===== src/rtl/noc_credit_tx_if.sv =====
// Source-side and link-side handshake bundle for noc_credit_tx.
interface noc_credit_tx_if #(
    parameter int unsigned PACKET_WIDTH = 128,
    parameter int unsigned COORD_W      = 4
);
    localparam int unsigned PAYLOAD_W = PACKET_WIDTH - 4 * COORD_W;

    logic                    src_valid;
    logic [COORD_W-1:0]      src_dst_x;
    logic [COORD_W-1:0]      src_dst_y;
    logic [PAYLOAD_W-1:0]    src_payload;
    logic                    src_ready;
    logic                    tx_valid;
    logic [PACKET_WIDTH-1:0] tx_packet;
    logic                    tx_ready;
    logic                    credit_in;

    // Transmitter side
    modport master (
        input  src_valid, src_dst_x, src_dst_y, src_payload, tx_ready, credit_in,
        output src_ready, tx_valid, tx_packet
    );

    // Local source and downstream router side
    modport slave (
        output src_valid, src_dst_x, src_dst_y, src_payload, tx_ready, credit_in,
        input  src_ready, tx_valid, tx_packet
    );
endinterface


===== src/rtl/noc_credit_tx.sv =====
// Credit-based mesh link transmitter: header stamping, local packet queue,
// credit tracking of the downstream input FIFO.
module noc_credit_tx #(
    parameter int unsigned PACKET_WIDTH = 128,
    parameter int unsigned FIFO_DEPTH   = 8,
    parameter int unsigned COORD_W      = 4,
    parameter int unsigned QUEUE_DEPTH  = 4
) (
    input  logic                              clk,
    input  logic                              rst,
    input  logic [COORD_W-1:0]                cur_x,
    input  logic [COORD_W-1:0]                cur_y,
    input  logic                              link_up,
    noc_credit_tx_if.master                   bus,
    output logic [$clog2(FIFO_DEPTH+1)-1:0]   credit_count,
    output logic                              credit_err
);
    localparam int unsigned CNT_W = $clog2(FIFO_DEPTH + 1);
    localparam int unsigned PTR_W = $clog2(QUEUE_DEPTH);
    localparam int unsigned OCC_W = $clog2(QUEUE_DEPTH + 1);

    typedef enum logic {
        ST_DOWN = 1'b0,
        ST_UP   = 1'b1
    } state_e;

    state_e                  state_q, state_d;
    logic [PTR_W-1:0]        wr_ptr_q, wr_ptr_d;
    logic [PTR_W-1:0]        rd_ptr_q, rd_ptr_d;
    logic [OCC_W-1:0]        occ_q, occ_d;
    logic [PACKET_WIDTH-1:0] mem_q [QUEUE_DEPTH];
    logic [PACKET_WIDTH-1:0] mem_d [QUEUE_DEPTH];
    logic [CNT_W-1:0]        credit_q, credit_d;
    logic                    err_q, err_d;

    logic full;
    logic empty;
    logic tx_valid_w;
    logic send;
    logic enq;

    assign full  = (occ_q == OCC_W'(QUEUE_DEPTH));
    assign empty = (occ_q == '0);

    assign bus.src_ready = !full;
    assign bus.tx_valid  = tx_valid_w;
    assign bus.tx_packet = mem_q[rd_ptr_q];
    assign credit_count  = credit_q;
    assign credit_err    = err_q;

    // Link state, queue bookkeeping and credit arithmetic
    always_comb begin
        state_d    = state_q;
        wr_ptr_d   = wr_ptr_q;
        rd_ptr_d   = rd_ptr_q;
        occ_d      = occ_q;
        mem_d      = mem_q;
        credit_d   = credit_q;
        err_d      = err_q;
        tx_valid_w = 1'b0;

        case (state_q)
            ST_DOWN: begin
                if (link_up) state_d = ST_UP;
            end
            ST_UP: begin
                tx_valid_w = !empty && (credit_q != '0);
                if (!link_up) state_d = ST_DOWN;
            end
            default: state_d = ST_DOWN;
        endcase

        // A drop of link_up cancels the transfer in that same cycle
        send = tx_valid_w && bus.tx_ready && link_up;
        enq  = bus.src_valid && !full;

        if (enq) begin
            mem_d[wr_ptr_q] = {bus.src_dst_x, bus.src_dst_y, cur_x, cur_y, bus.src_payload};
            wr_ptr_d        = wr_ptr_q + PTR_W'(1);
        end
        if (send) begin
            rd_ptr_d = rd_ptr_q + PTR_W'(1);
        end
        occ_d = occ_q + OCC_W'(enq) - OCC_W'(send);

        // Leaving or staying down restores the full downstream capacity
        if ((state_q == ST_DOWN) || !link_up) begin
            credit_d = CNT_W'(FIFO_DEPTH);
        end else if (bus.credit_in && !send && (credit_q == CNT_W'(FIFO_DEPTH))) begin
            err_d = 1'b1;
        end else begin
            credit_d = credit_q - CNT_W'(send) + CNT_W'(bus.credit_in);
        end
    end

    // State register with synchronous reset
    always_ff @(posedge clk) begin
        if (rst) begin
            state_q  <= ST_DOWN;
            wr_ptr_q <= '0;
            rd_ptr_q <= '0;
            occ_q    <= '0;
            credit_q <= CNT_W'(FIFO_DEPTH);
            err_q    <= 1'b0;
            for (int unsigned i = 0; i < QUEUE_DEPTH; i++) begin
                mem_q[i] <= '0;
            end
        end else begin
            state_q  <= state_d;
            wr_ptr_q <= wr_ptr_d;
            rd_ptr_q <= rd_ptr_d;
            occ_q    <= occ_d;
            credit_q <= credit_d;
            err_q    <= err_d;
            mem_q    <= mem_d;
        end
    end
endmodule


===== src/flat_wrapper.sv =====
// flat-port wrapper written by rule: the top's interface ports become plain ports
module noc_credit_tx_flat 
#(
    parameter int unsigned PACKET_WIDTH = 128,
    parameter int unsigned FIFO_DEPTH   = 8,
    parameter int unsigned COORD_W      = 4,
    parameter int unsigned QUEUE_DEPTH  = 4
)
  (clk, rst, cur_x, cur_y, link_up, credit_count, credit_err, bus_src_valid, bus_src_dst_x, bus_src_dst_y, bus_src_payload, bus_tx_ready, bus_credit_in, bus_src_ready, bus_tx_valid, bus_tx_packet);
  noc_credit_tx_if #(.PACKET_WIDTH(PACKET_WIDTH), .COORD_W(COORD_W)) bus_i ();
  input  logic clk;
  input  logic rst;
  input  logic [COORD_W-1:0] cur_x;
  input  logic [COORD_W-1:0] cur_y;
  input  logic link_up;
  output logic [$clog2(FIFO_DEPTH+1)-1:0] credit_count;
  output logic credit_err;
  input wire logic [$bits(bus_i.src_valid)-1:0] bus_src_valid;
  input wire logic [$bits(bus_i.src_dst_x)-1:0] bus_src_dst_x;
  input wire logic [$bits(bus_i.src_dst_y)-1:0] bus_src_dst_y;
  input wire logic [$bits(bus_i.src_payload)-1:0] bus_src_payload;
  input wire logic [$bits(bus_i.tx_ready)-1:0] bus_tx_ready;
  input wire logic [$bits(bus_i.credit_in)-1:0] bus_credit_in;
  output wire logic [$bits(bus_i.src_ready)-1:0] bus_src_ready;
  output wire logic [$bits(bus_i.tx_valid)-1:0] bus_tx_valid;
  output wire logic [$bits(bus_i.tx_packet)-1:0] bus_tx_packet;
  assign bus_i.src_valid = bus_src_valid;
  assign bus_i.src_dst_x = bus_src_dst_x;
  assign bus_i.src_dst_y = bus_src_dst_y;
  assign bus_i.src_payload = bus_src_payload;
  assign bus_i.tx_ready = bus_tx_ready;
  assign bus_i.credit_in = bus_credit_in;
  assign bus_src_ready = bus_i.src_ready;
  assign bus_tx_valid = bus_i.tx_valid;
  assign bus_tx_packet = bus_i.tx_packet;
  noc_credit_tx #(.PACKET_WIDTH(PACKET_WIDTH), .FIFO_DEPTH(FIFO_DEPTH), .COORD_W(COORD_W), .QUEUE_DEPTH(QUEUE_DEPTH)) u_core (.clk(clk), .rst(rst), .cur_x(cur_x), .cur_y(cur_y), .link_up(link_up), .bus(bus_i), .credit_count(credit_count), .credit_err(credit_err));
endmodule

===== config.mk =====
export PLATFORM = sky130hd
export DESIGN_NAME = noc_credit_tx_flat
export DESIGN_NICKNAME = d
export VERILOG_FILES = /design/src/rtl/noc_credit_tx_if.sv /design/src/rtl/noc_credit_tx.sv /design/src/flat_wrapper.sv
export SDC_FILE = /design/constraint.sdc
export NUM_CORES = 1
export LEC_CHECK = 0
export ABC_AREA = 1
export CAP_MARGIN = 20
export CORE_MARGIN = 5
export CORE_UTILIZATION = 24
export DETAILED_ROUTE_END_ITERATION = 8
export GPL_ROUTABILITY_DRIVEN = 1
export PLACE_DENSITY = 0.5
export SKIP_LAST_GASP = 1
export SYNTH_ARGS = -nofsm -noshare
export SYNTH_HDL_FRONTEND = slang
export SYNTH_SLANG_ARGS = --single-unit

===== constraint.sdc =====
create_clock -name clk -period 4 [get_ports clk]
set_input_delay 0.6 -clock clk [delete_from_list [all_inputs] [get_ports clk]]
set_output_delay 0.6 -clock clk [all_outputs]
set_load 0.05 [all_outputs]

# ---- Word-level counts from Yosys, hierarchy flattened
# Cells that the tools add are included.
dict set report classes {
  addsub 6
  order_cmp 3
  eq_ne 2
  mux 8
  bitwise_logic 4
  n_reduce_logical 16
}
# op count
set ops {}
lappend ops {{bitwise mux 512 bit} 1}
lappend ops {{two-way mux 128 bit} 3}
lappend ops {{binary-select mux 128 bit (select 2 bit)} 1}
lappend ops {{demux 128 bit (select 2 bit)} 1}
lappend ops {{logical AND 1 bit} 7}
lappend ops {{>= comparator 3 bit, second input constant} 2}
lappend ops {{NOT 2 -> 3 bit} 2}
lappend ops {{adder 2 x 1 -> 2 bit, second input constant} 2}
lappend ops {{adder 4 x 1 -> 4 bit} 1}
lappend ops {{== test 4 bit, second input constant} 1}
lappend ops {{zero test 1 bit} 4}
lappend ops {{nonzero test 4 bit} 1}
lappend ops {{subtractor 4 x 1 -> 4 bit} 1}
lappend ops {{adder 3 x 1 -> 3 bit} 1}
lappend ops {{== test 3 bit, second input constant} 1}
lappend ops {{zero test 3 bit} 1}
lappend ops {{< comparator 3 x 1 -> 1 bit, second input constant} 1}
lappend ops {{subtractor 3 x 1 -> 3 bit} 1}
lappend ops {{two-way mux 1 bit} 2}
lappend ops {{NOT 1 bit} 2}
lappend ops {{AND reduction 2 bit} 1}
lappend ops {{OR reduction 2 bit} 1}
lappend ops {{logical OR 1 bit} 1}
dict set report totals {
  ff_bits 525
  in_bits 134
  elab_cells 49
}

# ---- Depth between registers and ports, before layout
# Gate-level depths: netlist of run 1.
dict set report depth {
  ltp_word 10
  mapped_depth 14
  ltp_nobuf 14
}

# ---- Worst setup path after synthesis of run 1
# Ideal clock, no wire load.
dict set report synth_timing {
  kind {register to register}
  start {register u_core.credit_q[2] (netlist: u_core.credit_count[2])}
  end {register u_core.credit_q[2] (netlist: u_core.credit_count[2])}
  setup_time_ns 0.114
  arrival_time_ns 2.507
  path_slack_ns 1.379
  path_stages_with_launch 14
  path_buffers 0
  period_less_slack_ns 2.621
  cell_sequence {dfxtp_1 inv_1 ha_1 nand2_1 nand4_1 inv_1 ha_1 inv_1 ha_1 inv_1 fa_1 xnor2_1 nand3_1 nand2_1}
}
dict set report synth_via {
  elab_chain_len 8
}
# element line
set synth_lines {}
lappend synth_lines {{start: declaration} noc_credit_tx.sv:33} ;# logic [CNT_W-1:0] credit_q, credit_d;
lappend synth_lines {{start signal: assignment} noc_credit_tx.sv:103} ;# credit_q <= CNT_W'(FIFO_DEPTH);
lappend synth_lines {{start signal: assignment} noc_credit_tx.sv:113} ;# credit_q <= credit_d;
lappend synth_lines {{nonzero test 4 bit *} noc_credit_tx.sv:67} ;# tx_valid_w = !empty && (credit_q != '0);
lappend synth_lines {{logical AND 1 bit *} noc_credit_tx.sv:67}
lappend synth_lines {{two-way mux 1 bit *} noc_credit_tx.sv:62} ;# case (state_q)
lappend synth_lines {{logical AND 1 bit * (2 in series)} noc_credit_tx.sv:74} ;# send = tx_valid_w && bus.tx_ready && link_up;
lappend synth_lines {{named net u_core.send} noc_credit_tx.sv:39} ;# logic send;
lappend synth_lines {{branches (longest 3 deep; another with subtractor 4 x 1 -> 4 bit)} --}
# Mark *: on every way through the listed nets, which the timed path passes.
# A chain may end at the register's enable or synchronous reset.

# ---- Final worst setup path of run 1
dict set report layout_timing {
  start {register u_core.rd_ptr_q[0]}
  end {output port bus_tx_packet[93]}
}
dict set report layout_via {
  elab_chain_len 4
}
# element line
set layout_lines {}
lappend layout_lines {{start: declaration} noc_credit_tx.sv:29} ;# logic [PTR_W-1:0] rd_ptr_q, rd_ptr_d;
lappend layout_lines {{start signal: assignment} noc_credit_tx.sv:111} ;# rd_ptr_q <= rd_ptr_d;
lappend layout_lines {{NOT 2 -> 3 bit (not written as such)} noc_credit_tx.sv:47} ;# assign bus.tx_packet = mem_q[rd_ptr_q];
lappend layout_lines {{binary-select mux 128 bit (select 2 bit)} noc_credit_tx.sv:47}
lappend layout_lines {{two-way mux 128 bit (not written as such) (2 in series)} noc_credit_tx.sv:47}
lappend layout_lines {{end: declaration} flat_wrapper.sv:26} ;# output wire logic [$bits(bus_i.tx_packet)-1:0] bus_tx_packet;
# Every way passes these cells. The select of a mux whose other input is x is not followed.

==> results of run 1 <==
## final cells by class
cell class / count / share of cell area
clock inverter: 26 / 0.00979
antenna: 4 / 0.000364
timing repair buffer: 317 / 0.120
tap: 1186 / 0.0540
multi-input combinational: 2246 / 0.363
inverter: 32 / 0.00546
clock buffer: 90 / 0.0650
sequential: 525 / 0.383
## registers in the layout (all words and copies together) (netlist names)
name,count
u_core.credit_count,4
u_core.credit_err,1
u_core.mem_q,512
u_core.occ_q,3
u_core.rd_ptr_q,2
u_core.state_q,1
u_core.wr_ptr_q,2
## metrics by stage
step	utilization	cells	total power (µW)	hold slack, ns
6_report	0.300	4426	16700	0.467
5_1_grt	0.300	4426	17500	0.494
4_1_cts	0.300	4422	16900	0.476
3_5_place_dp	0.277	4306	11100	0.457
3_3_place_gp	0.277	4306	11000	0.453
2_1_floorplan	-	3056	9460	0.457
## cells by family (layout without fill, tap and decap cells)
family                   after synthesis  in the layout  share of synthesized area
AND/OR/NAND/NOR                     1324           1324                      0.229
AO/OA/AOI/OAI                        906            906                      0.212
flip-flops                           525            525                      0.474
buffers and inverters                285            465                     0.0761
adder cells (fa/ha/maj)               14             14                    0.00858
XOR/XNOR                               2              2                   0.000790
other                                  0              4                          0
## layout by cell type, fill, tap and decap left out, types with 17 or more instances in the layout
master           count
buf_12              24
o22ai_1            128
buf_4               50
inv_1               25
clkbuf_16           61
clkdlybuf4s50_1    243
nand2_1             17
o21ai_0            668
dfxtp_1            523
o21ai_1            104
nor2_1            1279
## metal layers
metal,routed length (µm),global-route usage
met5,0,0
met4,1510,0.0394
met3,3630,0.0196
met2,36700,0.252
met1,36700,0.211
## power by group
part,leakage [µW],switching [µW],internal (µW),total [µW]
Clock,0.00102,2370,3350,5720
Combinational,0.00632,3190,1390,4580
Sequential,0.00429,367,5980,6350
## tightest hold or removal path, cell delays in order, from the launching register on
cell	delay, ns
dfxtp_1	0.31
nand2_1	0.06
nand2_1	0.05
## worst max-delay path by stage
stage	start	end	slack, ns
after global placement	u_core.rd_ptr_q[0]$_SDFFE_PP0P_	bus_tx_packet[93]	0.92
after CTS	u_core.rd_ptr_q[0]$_SDFFE_PP0P_	bus_tx_packet[93]	0.20
after floorplan	u_core.credit_count[2]$_SDFFE_PP0N_	u_core.credit_count[2]$_SDFFE_PP0N_	1.38
after detailed placement	u_core.rd_ptr_q[0]$_SDFFE_PP0P_	bus_tx_packet[93]	0.89
final	u_core.rd_ptr_q[0]$_SDFFE_PP0P_	bus_tx_packet[93]	0.32
after global routing	u_core.rd_ptr_q[0]$_SDFFE_PP0P_	bus_tx_packet[49]	0.14
==> impl_results.md, run 1 <==
- Post-Place Worst Slack: 0.895 ns
- Initial antenna violation count: 5
- Slew Limit Fails: 0
- TritonRoute pass-1 iters: 5
- FF-to-FF End: u_core.credit_count[2]$_SDFFE_PP0N_
- Share of cells above drive strength 1: 0.0624
- Effective utilization at floorplan: 0.242
- Gpl congestion: 0.733
- Power Dens Cells: 606 nW/µm²
- Final hold viol count: 0
- Port Buffers: 268
- FILL cells: 9894
- Critical Setup Path Class: reg -> out
- Min-delay src: u_core.credit_err$_SDFFE_PP0P_
- DIE HEIGHT: 314 µm
- R2R Path Start: u_core.credit_count[2]$_SDFFE_PP0N_
- CP top delay family: buffers and inverters
- Final WS setup: 0.318 ns
- Number of cells produced by synthesis: 3056
- Req. time, crit path: 3.40 ns
- Critical path capture point type: output pin
- First-pass GRT wire length: 122 mm
- DP HPWL: 42.9 mm
- Number of post-CTS setup repair buffers: 0
- Clock Pin Slew Worst Setup and Hold Paths: 0.06 ns
- Register area share after synthesis: 0.474
- Clock Skews: 0.0200 ns
- Vias: 20800
- # setup viols final: 0
- Syn avg cell area: 7.26 µm²
- Post-Place Cell Area: 25400 µm²
- EDFF count, synth: 0
- Multi-input logic area: 9970 µm²
- Worst-Skew Late Latency: 0.62 ns
- FF-to-FF setup slack: 1.49 ns
- Row cnt: 111
- Biggest area consumer among synthesized cells: dfxtp_1
- CTS max path bufs: 3
- Outcome: completed
- Die Width: 314 µm
- Max-Slew Margin vs Limit: 0.465
- Crit-path max FO: 56
- #FFs+latches synth: 525
- Crit path time final: 3.68 ns
- Worst Tran Pin Value: 0.802 ns
- CP Buf/Inv Count: 3
- Fin crit share: 0.920
- F_max: 272 MHz
- Ys Warns: 0
- Core outline area: 91700 µm²
- DIE AREA: 98600 µm²
- Drt drc: 0
- Maximum ir drop on the vdd rail: 0.000307 V
- Slowest cell delay on critical path: 0.86 ns
- IO Pins: 269
- Hold_buf cts: 0
- Fin nets: 3331
- Final Cell Area: 27500 µm²
- Avg WL per Cell: 17.8 µm
- Yosys top cell area share: 0.474
- Ys flop type: dfxtp_1
- MaxCap Viol Count: 0
- LEAKAGE: 0.0116 µW
- Path depth of the worst reg2reg path: 13
- Vias in the first global route: 19900
- Syn Nets: 3204
- Synthesized area: 22200 µm²
- Hold Crit Depth: 2
- CTS sink count: 525
- Slowest-stage cell, CP: clkdlybuf4s50_1
- CP cell instances: inv_8, buf_4, o21ai_0, o22ai_1, clkdlybuf4s50_1
- TNS Setup: 0 ns
- Min-delay worst type: reg -> reg
- Gr ovfl total: 0
- Antenna-violating nets left: 0
- Number of buffers created by CTS: 61
- CP Launch Type: flop
- Root Buffer: clkbuf_16
- RSZ-0062 raised after global routing: no
- Hold Path End: u_core.credit_err$_SDFFE_PP0P_
- CTS tree: built
- Total routed wirelength: 78.6 mm
- Via/cell ratio: 4.69
- CP arrival: 3.08 ns
- Synth top area cells: dfxtp_1, nor2_1, o21ai_0
- Reg area: 10500 µm²
- Cell count along the critical path: 5
- Top-count cell post-synth: nor2_1
- GRT Total Usage: 0.152
- Area delta synth->final: 23.9%
- Post-cts resize count: 0
- Initial DRC count: 1706
- Post-synth cell types: 28
- Asr flop ratio synth: 0
- H-tree lvl count: 2
- Post-synth top cells: nor2_1, o21ai_0, dfxtp_1
- Largest net degree at the start of global routing: 131
Note: power is estimated with default switching activity, not from simulation.
==> run 2: changes to the inputs <==
==> constraint.sdc (replaced) <==
create_clock -name clk -period 4.1 [get_ports clk]
set_input_delay 0.615 -clock clk [delete_from_list [all_inputs] [get_ports clk]]
set_output_delay 0.615 -clock clk [all_outputs]
set_load 0.05 [all_outputs]
==> run 2 against run 1 <==
Net effect: via count is 0.26% higher; cell area increased by 0.14%; final cell count hardly changed; clock-buffer cell count unchanged; die area did not move; highest routed layer is now met5; clock skew is 0.0070 ns higher; sequential cell count unchanged.
==> impl_results.md, run 2 (synthesis results as in run 1) <==
- H-tree lvl count: 2
- Number of buffers created by CTS: 61
- Post-Place Cell Area: 25400 µm²
- Share of cells above drive strength 1: 0.0554
- Reg area: 10500 µm²
- Fin crit share: 0.940
- Avg WL per Cell: 17.9 µm
- Most common cell after layout, fill and taps aside: nor2_1
- CP arrival: 3.24 ns
- DIE AREA: 98600 µm²
- Worst-Skew Late Latency: 0.62 ns
- Crit-path max FO: 44
- Outcome: completed
- TNS Setup: 0 ns
- Die Width: 314 µm
- F_max: 260 MHz
- Multi-input logic area: 9970 µm²
- Largest net degree at the start of global routing: 129
- FF-to-FF End: u_core.credit_count[2]$_SDFFE_PP0N_
- Via/cell ratio: 4.71
- Port Buffers: 268
- LEAKAGE: 0.0116 µW
- Hold Crit Depth: 2
- Critical path capture point type: output pin
- Post-cts resize count: 0
- Gr ovfl total: 0
- Initial DRC count: 1687
- MaxCap Viol Count: 0
- DP HPWL: 43.3 mm
- DIE HEIGHT: 314 µm
- Total routed wirelength: 79.3 mm
- TritonRoute pass-1 iters: 5
- Power Dens Cells: 592 nW/µm²
- Drt drc: 0
- R2R Path Start: u_core.credit_count[2]$_SDFFE_PP0N_
- Vias in the first global route: 20600
- Crit path time final: 3.85 ns
- FF-to-FF setup slack: 1.44 ns
- Most frequent cells in the layout: nor2_1, o21ai_0, dfxtp_1
- Row cnt: 111
- Area delta synth->final: 24.1%
- IO Pins: 269
- CTS tree: built
- First-pass GRT wire length: 123 mm
- Min-delay worst type: reg -> reg
- Req. time, crit path: 3.48 ns
- Maximum ir drop on the vdd rail: 0.000382 V
- Fin nets: 3331
- Vias: 20800
- GRT Total Usage: 0.154
- CP Launch Type: flop
- Register with the most flip-flops: u_core.mem_q
- Slew Limit Fails: 0
- Critical Setup Path Class: reg -> out
- Number of post-CTS setup repair buffers: 0
- WHS: 0.454 ns
- Core outline area: 91700 µm²
- FILL cells: 9866
- CTS max path bufs: 3
- Clock Pin Slew Worst Setup and Hold Paths: 0.06 ns
- Max-Slew Margin vs Limit: 0.421
- Hold_buf cts: 0
- Effective utilization at floorplan: 0.242
- Root Buffer: clkbuf_16
- Path depth of the worst reg2reg path: 13
- Largest register FFs: 512
- CTS sink count: 525
- Gpl congestion: 0.738
- Min-delay src: u_core.credit_err$_SDFFE_PP0P_
- Clock Skews: 0.0271 ns
- Hold Path End: u_core.credit_err$_SDFFE_PP0P_
- Final Cell Area: 27500 µm²
- Antenna-violating nets left: 0
- Worst Tran Pin Value: 0.869 ns
- # setup viols final: 0
- Final hold viol count: 0
- Initial antenna violation count: 6
- RSZ-0062 raised after global routing: no
-- run 2: cell types whose count changed in the layout (fill, tap and decap cells not counted), sizes merged --
cell,before,now
clkdlybuf4s50,243,266
inv,36,35
clkinvlp,2,3
buf,74,51
clkinv,16,13
bufinv,4,3
-- run 2: worst max-delay path, stage by stage (launching register included) --
cell	delay (ns)
dfxtp_4	0.73
buf_4	0.52
o21ai_0	0.17
o22ai_1	0.32
clkdlybuf4s50_1	0.87
-- run 2: cell type report --
cell class | instances | share of cell area
antenna | 4 | 0.000364
timing repair buffer | 317 | 0.120
multi-input combinational | 2246 | 0.362
inverter | 32 | 0.00555
clock inverter | 22 | 0.00768
clock buffer | 90 | 0.0676
tap | 1186 | 0.0539
sequential | 525 | 0.382
-- run 2: worst max path at each step --
stage                                        startpoint                                  end  slack, ns  depth (start not counted)
finish                  u_core.rd_ptr_q[1]$_SDFFE_PP0P_                    bus_tx_packet[44]       0.25                          4
global placement        u_core.rd_ptr_q[1]$_SDFFE_PP0P_                    bus_tx_packet[44]       0.88                          4
detailed placement      u_core.rd_ptr_q[1]$_SDFFE_PP0P_                    bus_tx_packet[44]       0.85                          4
global route            u_core.rd_ptr_q[1]$_SDFFE_PP0P_                    bus_tx_packet[43]       0.04                          4
floorplan           u_core.credit_count[2]$_SDFFE_PP0N_  u_core.credit_count[2]$_SDFFE_PP0N_       1.48                         13
CTS                     u_core.rd_ptr_q[1]$_SDFFE_PP0P_                    bus_tx_packet[44]       0.15                          4
-- run 2: per-layer routing --
layer | GRT usage | vias up | part of all wire
met3 | 0.0230 | 104 | 0.047
li1 | - | 10300 | -
met2 | 0.260 | 530 | 0.47
met5 | 0 | - | 0.00016
met1 | 0.204 | 9882 | 0.46
met4 | 0.0500 | 2 | 0.024
-- run 2: power breakdown --
part           leakage (µW)  switching [µW]  internal, µW
combinational       0.00627            3140          1370
clock               0.00102            2290          3320
sequential          0.00429             346          5840
total                0.0116            5770         10500
-- run 2: metrics by stage --
| stage | setup WS (ns) | total power [µW] | util | cells |
|---|---|---|---|---|
| floorplan | 1.48 | 9230 | - | 3056 |
| global placement | 0.876 | 10800 | 0.278 | 4306 |
| detailed placement | 0.854 | 10800 | 0.278 | 4306 |
| CTS | 0.153 | 16500 | 0.300 | 4418 |
| global route | 0.0436 | 17100 | 0.300 | 4422 |
| finish | 0.247 | 16300 | 0.300 | 4422 |
==> run 3: changes to the inputs <==
--- a/config.mk
+++ b/config.mk
@@ -9,6 +9,7 @@
 export CAP_MARGIN = 20
 export CORE_MARGIN = 5
 export CORE_UTILIZATION = 24
+export CTS_CLUSTER_DIAMETER = 200
 export DETAILED_ROUTE_END_ITERATION = 8
 export GPL_ROUTABILITY_DRIVEN = 1
 export PLACE_DENSITY = 0.5
@@ -16,3 +17,4 @@
 export SYNTH_ARGS = -nofsm -noshare
 export SYNTH_HDL_FRONTEND = slang
 export SYNTH_SLANG_ARGS = --single-unit
+export TNS_END_PERCENT = 30
==> constraint.sdc (replaced) <==
create_clock -name clk -period 4.1 [get_ports clk]
set_input_delay 0.82 -clock clk [delete_from_list [all_inputs] [get_ports clk]]
set_output_delay 0.82 -clock clk [all_outputs]
set_load 0.05 [all_outputs]
==> run 3 against run 2 <==
Net effect: first-iteration DRC count is 4.5% lower; critical path depth stayed put; final cell count is 0.16% higher; clock skew is 0.012 ns lower.
==> impl_results.md, run 3 (synthesis results as in run 1) <==
- Avg WL per Cell: 17.9 µm
- Core outline area: 91700 µm²
- Worst-Skew Late Latency: 0.60 ns
- Final Cell Area: 27500 µm²
- Die Width: 314 µm
- Min-delay src: u_core.credit_err$_SDFFE_PP0P_
- FILL cells: 9872
- Logic gate share of total power: 0.267
- Power share of the sequential group: 0.370
- CP cell instances: buf_12, o21ai_0, o22ai_1, clkdlybuf4s50_1
- TritonRoute pass-1 iters: 7
- Register with the most flip-flops: u_core.mem_q
- Clock Skews: 0.0152 ns
- # setup viols final: 0
- Total routed wirelength: 79.2 mm
- Slowest cell delay on critical path: 0.87 ns
- P_int: 10800 µW
- Root Buffer: clkbuf_16
- CP Launch Type: flop
- Sw frac: 0.351
- Fin nets: 3330
- GRT Total Usage: 0.154
- Drt drc: 0
- First-pass GRT wire length: 122 mm
- DIE AREA: 98600 µm²
- Net Sw Power: 5870 µW
- Final hold viol count: 0
- Path depth of the worst reg2reg path: 13
- Clock Pin Slew Worst Setup and Hold Paths: 0.06 ns
- Cell count along the critical path: 4
- WHS: 0.457 ns
- Initial antenna violation count: 13
- F_max: 257 MHz
- CTS tree: built
- Crit path time final: 3.89 ns
- Min-delay worst type: reg -> reg
- Clock power frac: 0.363
- Antenna-violating nets left: 0
- Outcome: completed
- Number of buffers created by CTS: 66
- TNS Setup: 0 ns
- Critical Setup Path Class: reg -> out
- Largest register FFs: 512
- Maximum ir drop on the vdd rail: 0.000359 V
- CP arrival: 3.07 ns
- Hold_buf cts: 0
- FF-to-FF End: u_core.credit_count[2]$_SDFFE_PP0N_
- CP top delay family: buffers and inverters
- H-tree lvl count: 3
- Max-Slew Margin vs Limit: 0.368
- Vias in the first global route: 20200
- IO Pins: 269
- Row cnt: 111
- Req. time, crit path: 3.28 ns
- DIE HEIGHT: 314 µm
- Most frequent cells in the layout: nor2_1, o21ai_0, dfxtp_1
- Initial DRC count: 1611
- CP Buf/Inv Count: 2
- CTS sink count: 525
- Critical path capture point type: output pin
- RSZ-0062 raised after global routing: no
- FF-to-FF setup slack: 1.69 ns
- MaxCap Viol Count: 0
- Post-Place Cell Area: 25300 µm²
- Power Dens Cells: 606 nW/µm²
- Effective utilization at floorplan: 0.242
- Number of post-CTS setup repair buffers: 0
- PnR Total Power: 16700 µW
- Hold Path End: u_core.credit_err$_SDFFE_PP0P_
- Port Buffers: 268
- Area delta synth->final: 24.2%
- Crit-path max FO: 87
- Largest net degree at the start of global routing: 129
- Slew Limit Fails: 0
- Post-cts resize count: 0
- LEAKAGE: 0.0117 µW
- Fin crit share: 0.948
- R2R Path Start: u_core.credit_count[2]$_SDFFE_PP0N_
- Via/cell ratio: 4.73
- CTS max path bufs: 3
- Gpl congestion: 0.732
- Gr ovfl total: 0
- Worst Tran Pin Value: 0.948 ns
- DP HPWL: 42.3 mm
- Share of cells above drive strength 1: 0.0755
- Vias: 20900
- Hold Crit Depth: 2
- Most common cell after layout, fill and taps aside: nor2_1
- Slowest-stage cell, CP: clkdlybuf4s50_1
-- run 3: layout make-up --
cell class                 instances  area (µm²)  share of cell area
antenna                           10        25.0            0.000909
clock buffer                      92        1920              0.0697
clock inverter                    27         339              0.0123
inverter                          32         150             0.00545
multi-input combinational       2246        9970               0.362
sequential                       525       10500               0.382
tap                             1186        1480              0.0539
timing repair buffer             311        3130               0.114
-- run 3: per-stage QoR --
stage                     utilization  cells  worst slack [ns]
after floorplan                     -   3056              1.48
after global placement          0.276   4300             0.866
after detailed placement        0.276   4300             0.838
after CTS                       0.300   4419             0.169
after global routing            0.300   4429            0.0253
final                           0.300   4429             0.214
-- run 3: worst max-delay path by stage --
stage,from,endpoint,slack (ns)
after floorplan,u_core.credit_count[2]$_SDFFE_PP0N_,u_core.credit_count[2]$_SDFFE_PP0N_,1.48
after global placement,u_core.rd_ptr_q[0]$_SDFFE_PP0P_,bus_tx_packet[58],0.87
after detailed placement,u_core.rd_ptr_q[0]$_SDFFE_PP0P_,bus_tx_packet[58],0.84
after CTS,u_core.rd_ptr_q[0]$_SDFFE_PP0P_,bus_tx_packet[58],0.17
after global routing,u_core.rd_ptr_q[0]$_SDFFE_PP0P_,bus_tx_packet[58],0.03
final,u_core.rd_ptr_q[0]$_SDFFE_PP0P_,bus_tx_packet[58],0.21
-- run 3: power groups by stage --
stage / combinational (µW) / clock, µW / sequential (µW)
3_3_place_gp: 4470 / 0 / 6280
4_1_cts: 4510 / 6270 / 6170
5_1_grt: 4820 / 6440 / 6260
2_1_floorplan: 3050 / 0 / 6180
3_5_place_dp: 4500 / 0 / 6270
6_report: 4460 / 6060 / 6180
-- run 3: per-layer routing --
metal | vias to the layer above | routed length (µm) | global-route usage
li1 | 10300 | - | -
met3 | 126 | 3640 | 0.0268
met4 | 4 | 2030 | 0.0568
met2 | 514 | 36700 | 0.248
met5 | - | 23 | 0
met1 | 9955 | 36800 | 0.207
-- run 3: worst reg2reg max path: cells and delay by family (launching register included) --
kind | cells | cell delay, ns
DFF | 1 | 0.35
xor gates and xnor gates | 1 | 0.14
and+or+nand+nor | 4 | 0.47
adders and majority gates | 4 | 1.01
buffers and inverters | 4 | 0.40
